===== config.mk =====
export PLATFORM = sky130hd
export DESIGN_NAME = axi_s_fifo
export DESIGN_NICKNAME = d
export VERILOG_FILES = /design/src/rtl/axi_s_fifo_pkg.sv /design/src/rtl/axi_s_fifo_mem.sv /design/src/rtl/axi_s_fifo.sv
export SDC_FILE = /design/constraint.sdc
export NUM_CORES = 1
export LEC_CHECK = 0
export CORE_AREA = 2 2 163 117
export CTS_CLUSTER_DIAMETER = 80
export CTS_CLUSTER_SIZE = 16
export DETAILED_ROUTE_END_ITERATION = 7
export DIE_AREA = 0 0 165 119
export PLACE_DENSITY_LB_ADDON = 0.05
export SLEW_MARGIN = 0
export SYNTH_ARGS = -nofsm -noshare
export SYNTH_HDL_FRONTEND = slang
export SYNTH_SLANG_ARGS = --single-unit

===== constraint.sdc =====
create_clock -name ACLK -period 5.44 [get_ports ACLK]
set_clock_uncertainty 0.15 [all_clocks]
set_input_delay 0.544 -clock ACLK [delete_from_list [all_inputs] [get_ports ACLK]]
set_output_delay 0.544 -clock ACLK [all_outputs]
set_load 0.03 [all_outputs]

===== src/rtl/axi_s_fifo_pkg.sv =====
`default_nettype none
// ============================================================================
//  Module      : axi_s_fifo_pkg
//  Description : Shared types and helpers for the AXI4-Stream FIFO: operating
//                mode encoding, beat width calculation and pointer increment.
//  Revision    : 1.0 - initial release
// ============================================================================
package axi_s_fifo_pkg;

  // Release policy of the FIFO.
  typedef enum logic {
    CUT_THROUGH = 1'b0,
    PACKET      = 1'b1
  } fifo_mode_e;

  // Width of one stored beat: data, keep, strb, last, id, dest, user.
  function automatic int unsigned beat_bits(input int unsigned dw,
                                            input int unsigned iw,
                                            input int unsigned dstw,
                                            input int unsigned uw);
    return dw + 2 * (dw / 8) + 1 + iw + dstw + uw;
  endfunction

  // Increment a pointer of cw bits, wrapping naturally at 2**cw.
  // The extra MSB above the address bits distinguishes full from empty.
  function automatic logic [31:0] fifo_ptr_inc(input logic [31:0]   ptr,
                                               input int unsigned   cw);
    logic [31:0] mask;
    mask = (32'd1 << cw) - 32'd1;
    return (ptr + 32'd1) & mask;
  endfunction

endpackage
`default_nettype wire


===== src/rtl/axi_s_fifo_mem.sv =====
`default_nettype none
// ============================================================================
//  Module      : axi_s_fifo_mem
//  Description : DEPTH x WIDTH beat storage with one synchronous write port
//                and an asynchronous read of the head entry.
//  Revision    : 1.0 - initial release
// ============================================================================
module axi_s_fifo_mem
  import axi_s_fifo_pkg::*;
#(
  parameter int DEPTH = 16,
  parameter int WIDTH = 8
) (
  input  logic                     clk,
  input  logic                     wr_en,
  input  logic [$clog2(DEPTH)-1:0] wr_addr,
  input  logic [WIDTH-1:0]         wr_data,
  input  logic [$clog2(DEPTH)-1:0] rd_addr,
  output logic [WIDTH-1:0]         rd_data
);

  logic [WIDTH-1:0] mem [DEPTH];

  // Store an accepted beat; contents need no reset since pointers gate use.
  always_ff @(posedge clk) begin
    if (wr_en) begin
      mem[wr_addr] <= wr_data;
    end
  end

  assign rd_data = mem[rd_addr];

endmodule
`default_nettype wire


===== src/rtl/axi_s_fifo.sv =====
`default_nettype none
// ============================================================================
//  Module      : axi_s_fifo
//  Description : AXI4-Stream FIFO carrying the full sideband set, with
//                cut-through or store-and-forward (packet) release. Oversize
//                packets in packet mode fall back to cut-through until their
//                TLAST beat leaves.
//  Revision    : 1.0 - initial release
// ============================================================================
module axi_s_fifo
  import axi_s_fifo_pkg::*;
#(
  parameter int TDATA_WIDTH = 8,
  parameter int TID_WIDTH   = 1,
  parameter int TDEST_WIDTH = 1,
  parameter int TUSER_WIDTH = 1,
  parameter int DEPTH       = 16,
  parameter int PACKET_MODE = 0
) (
  input  logic                        ACLK,
  input  logic                        ARESETn,
  input  logic                        S_TVALID,
  output logic                        S_TREADY,
  input  logic [TDATA_WIDTH-1:0]      S_TDATA,
  input  logic [TDATA_WIDTH/8-1:0]    S_TKEEP,
  input  logic [TDATA_WIDTH/8-1:0]    S_TSTRB,
  input  logic                        S_TLAST,
  input  logic [TID_WIDTH-1:0]        S_TID,
  input  logic [TDEST_WIDTH-1:0]      S_TDEST,
  input  logic [TUSER_WIDTH-1:0]      S_TUSER,
  output logic                        M_TVALID,
  input  logic                        M_TREADY,
  output logic [TDATA_WIDTH-1:0]      M_TDATA,
  output logic [TDATA_WIDTH/8-1:0]    M_TKEEP,
  output logic [TDATA_WIDTH/8-1:0]    M_TSTRB,
  output logic                        M_TLAST,
  output logic [TID_WIDTH-1:0]        M_TID,
  output logic [TDEST_WIDTH-1:0]      M_TDEST,
  output logic [TUSER_WIDTH-1:0]      M_TUSER,
  output logic [$clog2(DEPTH):0]      level,
  output logic [$clog2(DEPTH):0]      pkt_count,
  output logic                        oversize
);

  localparam int          CW     = $clog2(DEPTH) + 1;
  localparam int          AW     = CW - 1;
  localparam int          KW     = TDATA_WIDTH / 8;
  localparam int unsigned BEAT_W = beat_bits(TDATA_WIDTH, TID_WIDTH, TDEST_WIDTH, TUSER_WIDTH);
  localparam fifo_mode_e  MODE   = (PACKET_MODE != 0) ? PACKET : CUT_THROUGH;

  typedef struct packed {
    logic [TDATA_WIDTH-1:0] data;
    logic [KW-1:0]          keep;
    logic [KW-1:0]          strb;
    logic                   last;
    logic [TID_WIDTH-1:0]   id;
    logic [TDEST_WIDTH-1:0] dest;
    logic [TUSER_WIDTH-1:0] user;
  } beat_t;

  beat_t             wr_beat;
  beat_t             rd_beat;
  logic [BEAT_W-1:0] rd_word;

  logic [CW-1:0] wr_ptr;
  logic [CW-1:0] rd_ptr;
  logic [CW-1:0] wr_ptr_n;
  logic [CW-1:0] rd_ptr_n;
  logic [CW-1:0] pkt_cnt;
  logic          s_ready;
  logic          push;
  logic          pop;
  logic          empty;
  logic          full;
  logic          full_n;
  logic          last_in;
  logic          last_out;
  logic          release_ok;
  logic          oversize_flag;

  assign wr_beat = '{data: S_TDATA, keep: S_TKEEP, strb: S_TSTRB, last: S_TLAST,
                     id: S_TID, dest: S_TDEST, user: S_TUSER};
  assign rd_beat = beat_t'(rd_word);

  assign empty    = (wr_ptr == rd_ptr);
  assign full     = (wr_ptr[CW-1] != rd_ptr[CW-1]) && (wr_ptr[AW-1:0] == rd_ptr[AW-1:0]);
  assign push     = S_TVALID & s_ready;
  assign pop      = M_TVALID & M_TREADY;
  assign last_in  = push & S_TLAST;
  assign last_out = pop & rd_beat.last;

  // Next pointer values; used both for the pointer update and for the
  // registered ready, so a pop while full only re-opens ready next cycle.
  always_comb begin
    wr_ptr_n = wr_ptr;
    rd_ptr_n = rd_ptr;
    if (push) begin
      wr_ptr_n = CW'(fifo_ptr_inc(32'(wr_ptr), CW));
    end
    if (pop) begin
      rd_ptr_n = CW'(fifo_ptr_inc(32'(rd_ptr), CW));
    end
    full_n = (wr_ptr_n[CW-1] != rd_ptr_n[CW-1]) && (wr_ptr_n[AW-1:0] == rd_ptr_n[AW-1:0]);
  end

  // Pointer registers and registered slave ready.
  always_ff @(posedge ACLK) begin
    if (!ARESETn) begin
      wr_ptr  <= '0;
      rd_ptr  <= '0;
      s_ready <= 1'b0;
    end else begin
      wr_ptr  <= wr_ptr_n;
      rd_ptr  <= rd_ptr_n;
      s_ready <= !full_n;
    end
  end

  // Count of TLAST beats held; simultaneous in/out leaves it unchanged.
  always_ff @(posedge ACLK) begin
    if (!ARESETn) begin
      pkt_cnt <= '0;
    end else begin
      case ({last_in, last_out})
        2'b10:   pkt_cnt <= pkt_cnt + 1'b1;
        2'b01:   pkt_cnt <= pkt_cnt - 1'b1;
        default: pkt_cnt <= pkt_cnt;
      endcase
    end
  end

  generate
    if (MODE == PACKET) begin : g_packet
      logic fallback;

      // A full FIFO with no complete packet can never release one, so switch
      // to cut-through until that oversize packet's TLAST has been popped.
      always_ff @(posedge ACLK) begin
        if (!ARESETn) begin
          fallback      <= 1'b0;
          oversize_flag <= 1'b0;
        end else if (full && (pkt_cnt == '0)) begin
          fallback      <= 1'b1;
          oversize_flag <= 1'b1;
        end else if (fallback && last_out) begin
          fallback      <= 1'b0;
        end
      end

      assign release_ok = (pkt_cnt != '0) | fallback;
    end else begin : g_cut_through
      assign release_ok    = 1'b1;
      assign oversize_flag = 1'b0;
    end
  endgenerate

  axi_s_fifo_mem #(
    .DEPTH (DEPTH),
    .WIDTH (BEAT_W)
  ) u_mem (
    .clk     (ACLK),
    .wr_en   (push),
    .wr_addr (wr_ptr[AW-1:0]),
    .wr_data (wr_beat),
    .rd_addr (rd_ptr[AW-1:0]),
    .rd_data (rd_word)
  );

  assign S_TREADY  = s_ready;
  assign M_TVALID  = !empty & release_ok;
  assign M_TDATA   = rd_beat.data;
  assign M_TKEEP   = rd_beat.keep;
  assign M_TSTRB   = rd_beat.strb;
  assign M_TLAST   = rd_beat.last;
  assign M_TID     = rd_beat.id;
  assign M_TDEST   = rd_beat.dest;
  assign M_TUSER   = rd_beat.user;
  assign level     = wr_ptr - rd_ptr;
  assign pkt_count = pkt_cnt;
  assign oversize  = oversize_flag;

endmodule
`default_nettype wire


==> impl_metrics.toml <==
[setup_path]
worstPathArrival_ns = 3.54
critical_path.max_fanout = 36
startpoint_type = "flip-flop"
required_ns = 4.75
worstSetupPathType = "flip-flop to output pin"
end_kind = "output pin"

[routing]
drc = 0
drt_wl_total_um = 20900
wl_per_cell_um = 24.9
viasPerCell = 5.90
drtIter0Drc = 492
antenna_left = 0
dr.pass1.iters = 4
via_count = 4962

[grt]
grt_pass1_vias = 4962
track_usage_pct = 22.2
grt_util_met2_pct = 32.7
use_met3_pct = 3.90
grt.busiest_layer = "met1"
met1_usage_pct = 35.4
overflow = 0
grt_pass1_wl_um = 31100
antenna_found_initial = 0
grt_max_degree = 47

[floorplan]
core_area_um2 = 18300
dieArea_um2 = 19600
start_util_pct = 53.4
placementRows = 42
io_pins = 45
die_y_um = 119
die_w_um = 165

[cts]
holdBufCountCts = 0
path_clk_slew_ns = 0.07
cts.sinks = 240
htreeDepth = 1
clock_path_buffers = 3
cts_buffers = 18
post_cts_buffers = 0
post_cts_resize_count = 0
clk_latency_ns = 0.50
root_buffer = "clkbuf_16"
cts_tree = "done"

[outcome]
status = "complete, no violations"

[timing]
relSlewSlack_pct = 42.6
min_period_ns = 4.23
clock.fmax_mhz = 236
final.period_utilization_pct = 77.8
fin_ws_ns = 1.21
setup_violations = 0
drv_slew = 0
tns_ns = 0
rsz0062_at_grt = "no"
hold_viol = 0
tightest_slew_ns = 0.857

[power_and_ir_drop]
ir_worst_vdd_mv = 0.242
p_per_area_nw_per_um2 = 346
power.internal_uw = 2930
p_comb_share_pct = 13.1
pwr-share-clk_pct = 32.6
p_leak_uw = 0.00358
seqPwrFrac_pct = 54.3
switching_share_pct = 23.3
power.switching_uw = 889

[job]
maxCapViolCount = 0

[logic_synthesis]
synth_fp_nets = 564
postSynth.topFlopCell = "edfxtp_1"
yosysTopAreaCell = "edfxtp_1"
synth-seq-cells = 240
synthCells = 531
yosysWarnings = 0
yosysSeqAreaShare_pct = 71.9
synthTopCellsByCount = "224 x edfxtp_1, 64 x nand2_1, 45 x mux4_2, 26 x nor2_1, 16 x dfxtp_1"
synth_top_area_share_pct = 68.7
ys_top_cells_by_area = "edfxtp_1 69%, mux4_2 10%, dfxtp_1 3.3%, mux4_1 2.9%, nand2_1 2.5%"
async_flop_share_pct = 0
yosysUniqueCellTypes = 40
synth_area_um2 = 9800
synth_edf_count = 224
yosysMostFrequentCell = "edfxtp_1"
avgSynthCellArea_um2 = 18.5

[placed_design]
dp_slack_ns = 1.53
place.gp.congestion = 0.839
hpwl_um = 12100
numPortBuffers = 43

[finish]
diodes = 0
drive_gt1_share_pct = 16.4
syn2layout_area_growth_pct = 12.8
finalNetCount = 620

[min_path]
hold_path.class = "flip-flop to flip-flop"
cell usage in the layout (no fill, tap or decap), drive strengths merged, types with 2 or more instances in the layout:
| cell type | n |
|---|---|
| a21o | 3 |
| a21oi | 8 |
| a31oi | 14 |
| and2 | 3 |
| and3 | 15 |
| buf | 20 |
| clkbuf | 32 |
| clkdlybuf4s50 | 43 |
| dfxtp | 16 |
| edfxtp | 224 |
| fa | 2 |
| ha | 13 |
| inv | 14 |
| mux2i | 3 |
| mux4 | 56 |
| nand2 | 64 |
| nand2b | 3 |
| nand4 | 3 |
| nor2 | 26 |
| nor2b | 2 |
| nor3 | 5 |
| xnor2 | 14 |
| xnor3 | 2 |
| xor2 | 5 |
cell families after synthesis:
family	Yosys count	share of synthesized area [%]
buffers and inverters	41	2.43
other	1	0.0383
adder cells (fa/ha/maj)	15	2.07
AO/OA/AOI/OAI	30	2.12
multiplexers	59	13.6
XOR/XNOR	21	2.23
flip-flops	240	71.9
AND/OR/NAND/NOR	124	5.59
worst paths after layout:
check                                  from                   endpoint  slack [ns]  cells past startpoint
setup / recovery       rd_ptr[0]$_SDFF_PN0_                    M_TSTRB        1.21                      6
hold / removal    pkt_count[4]$_SDFFE_PN0P_  pkt_count[4]$_SDFFE_PN0P_        0.37                      2
setup reg to reg       rd_ptr[3]$_SDFF_PN0_  pkt_count[4]$_SDFFE_PN0P_        1.51                     13
hold reg to reg   pkt_count[4]$_SDFFE_PN0P_  pkt_count[4]$_SDFFE_PN0P_        0.37                      2
routing by layer:
metal | vias to the layer above | routed length (um) | share of wire, %
met2 | 119 | 9520 | 45
met1 | 2637 | 10000 | 48
met5 | - | 0 | 0
li1 | 2185 | - | -
met3 | 21 | 1130 | 5.4
met4 | 0 | 266 | 1.3
sequential cells by signal (all words and copies together) (netlist names):
signal     cells
rd_ptr         5
wr_ptr         5
pkt_count      5
S_TREADY       1
u_mem.mem    224
final cells by class:
class | instances | area (um2)
fill | 1359 | 7290
timing repair buffer | 63 | 581
multi-input combinational | 250 | 2540
clock buffer | 32 | 524
tap | 242 | 303
sequential | 240 | 7050
inverter | 14 | 52.6
through the flow:
stage               cell area (um2)  std cells  hold WS, ns  power (uW)  util, %
finish                        11000        841        0.367        3820     60.2
global route                  11000        841        0.441        3950     60.2
CTS                           11000        841        0.357        3850     60.2
detailed placement            10500        809        0.342        2620     57.4
global placement              10500        809        0.348        2610     57.4
floorplan                      9800        531        0.382        2470        -
power by group through the flow:
stage	Combinational [uW]	Clock (uW)	Sequential [uW]
final	501	1250	2070
after floorplan	383	0	2090
after global routing	535	1340	2080
after CTS	505	1270	2080
after global placement	498	0	2120
after detailed placement	502	0	2120
worst max-delay path, cell delays in order, from the launching register on:
cell and delay [ns]:
dfxtp_4 0.83, buf_4 0.57, mux4_1 0.62, nand2_1 0.08
and3_1 0.19, a31oi_1 0.07, clkdlybuf4s50_1 0.63
(Power assumes the default switching activity.)
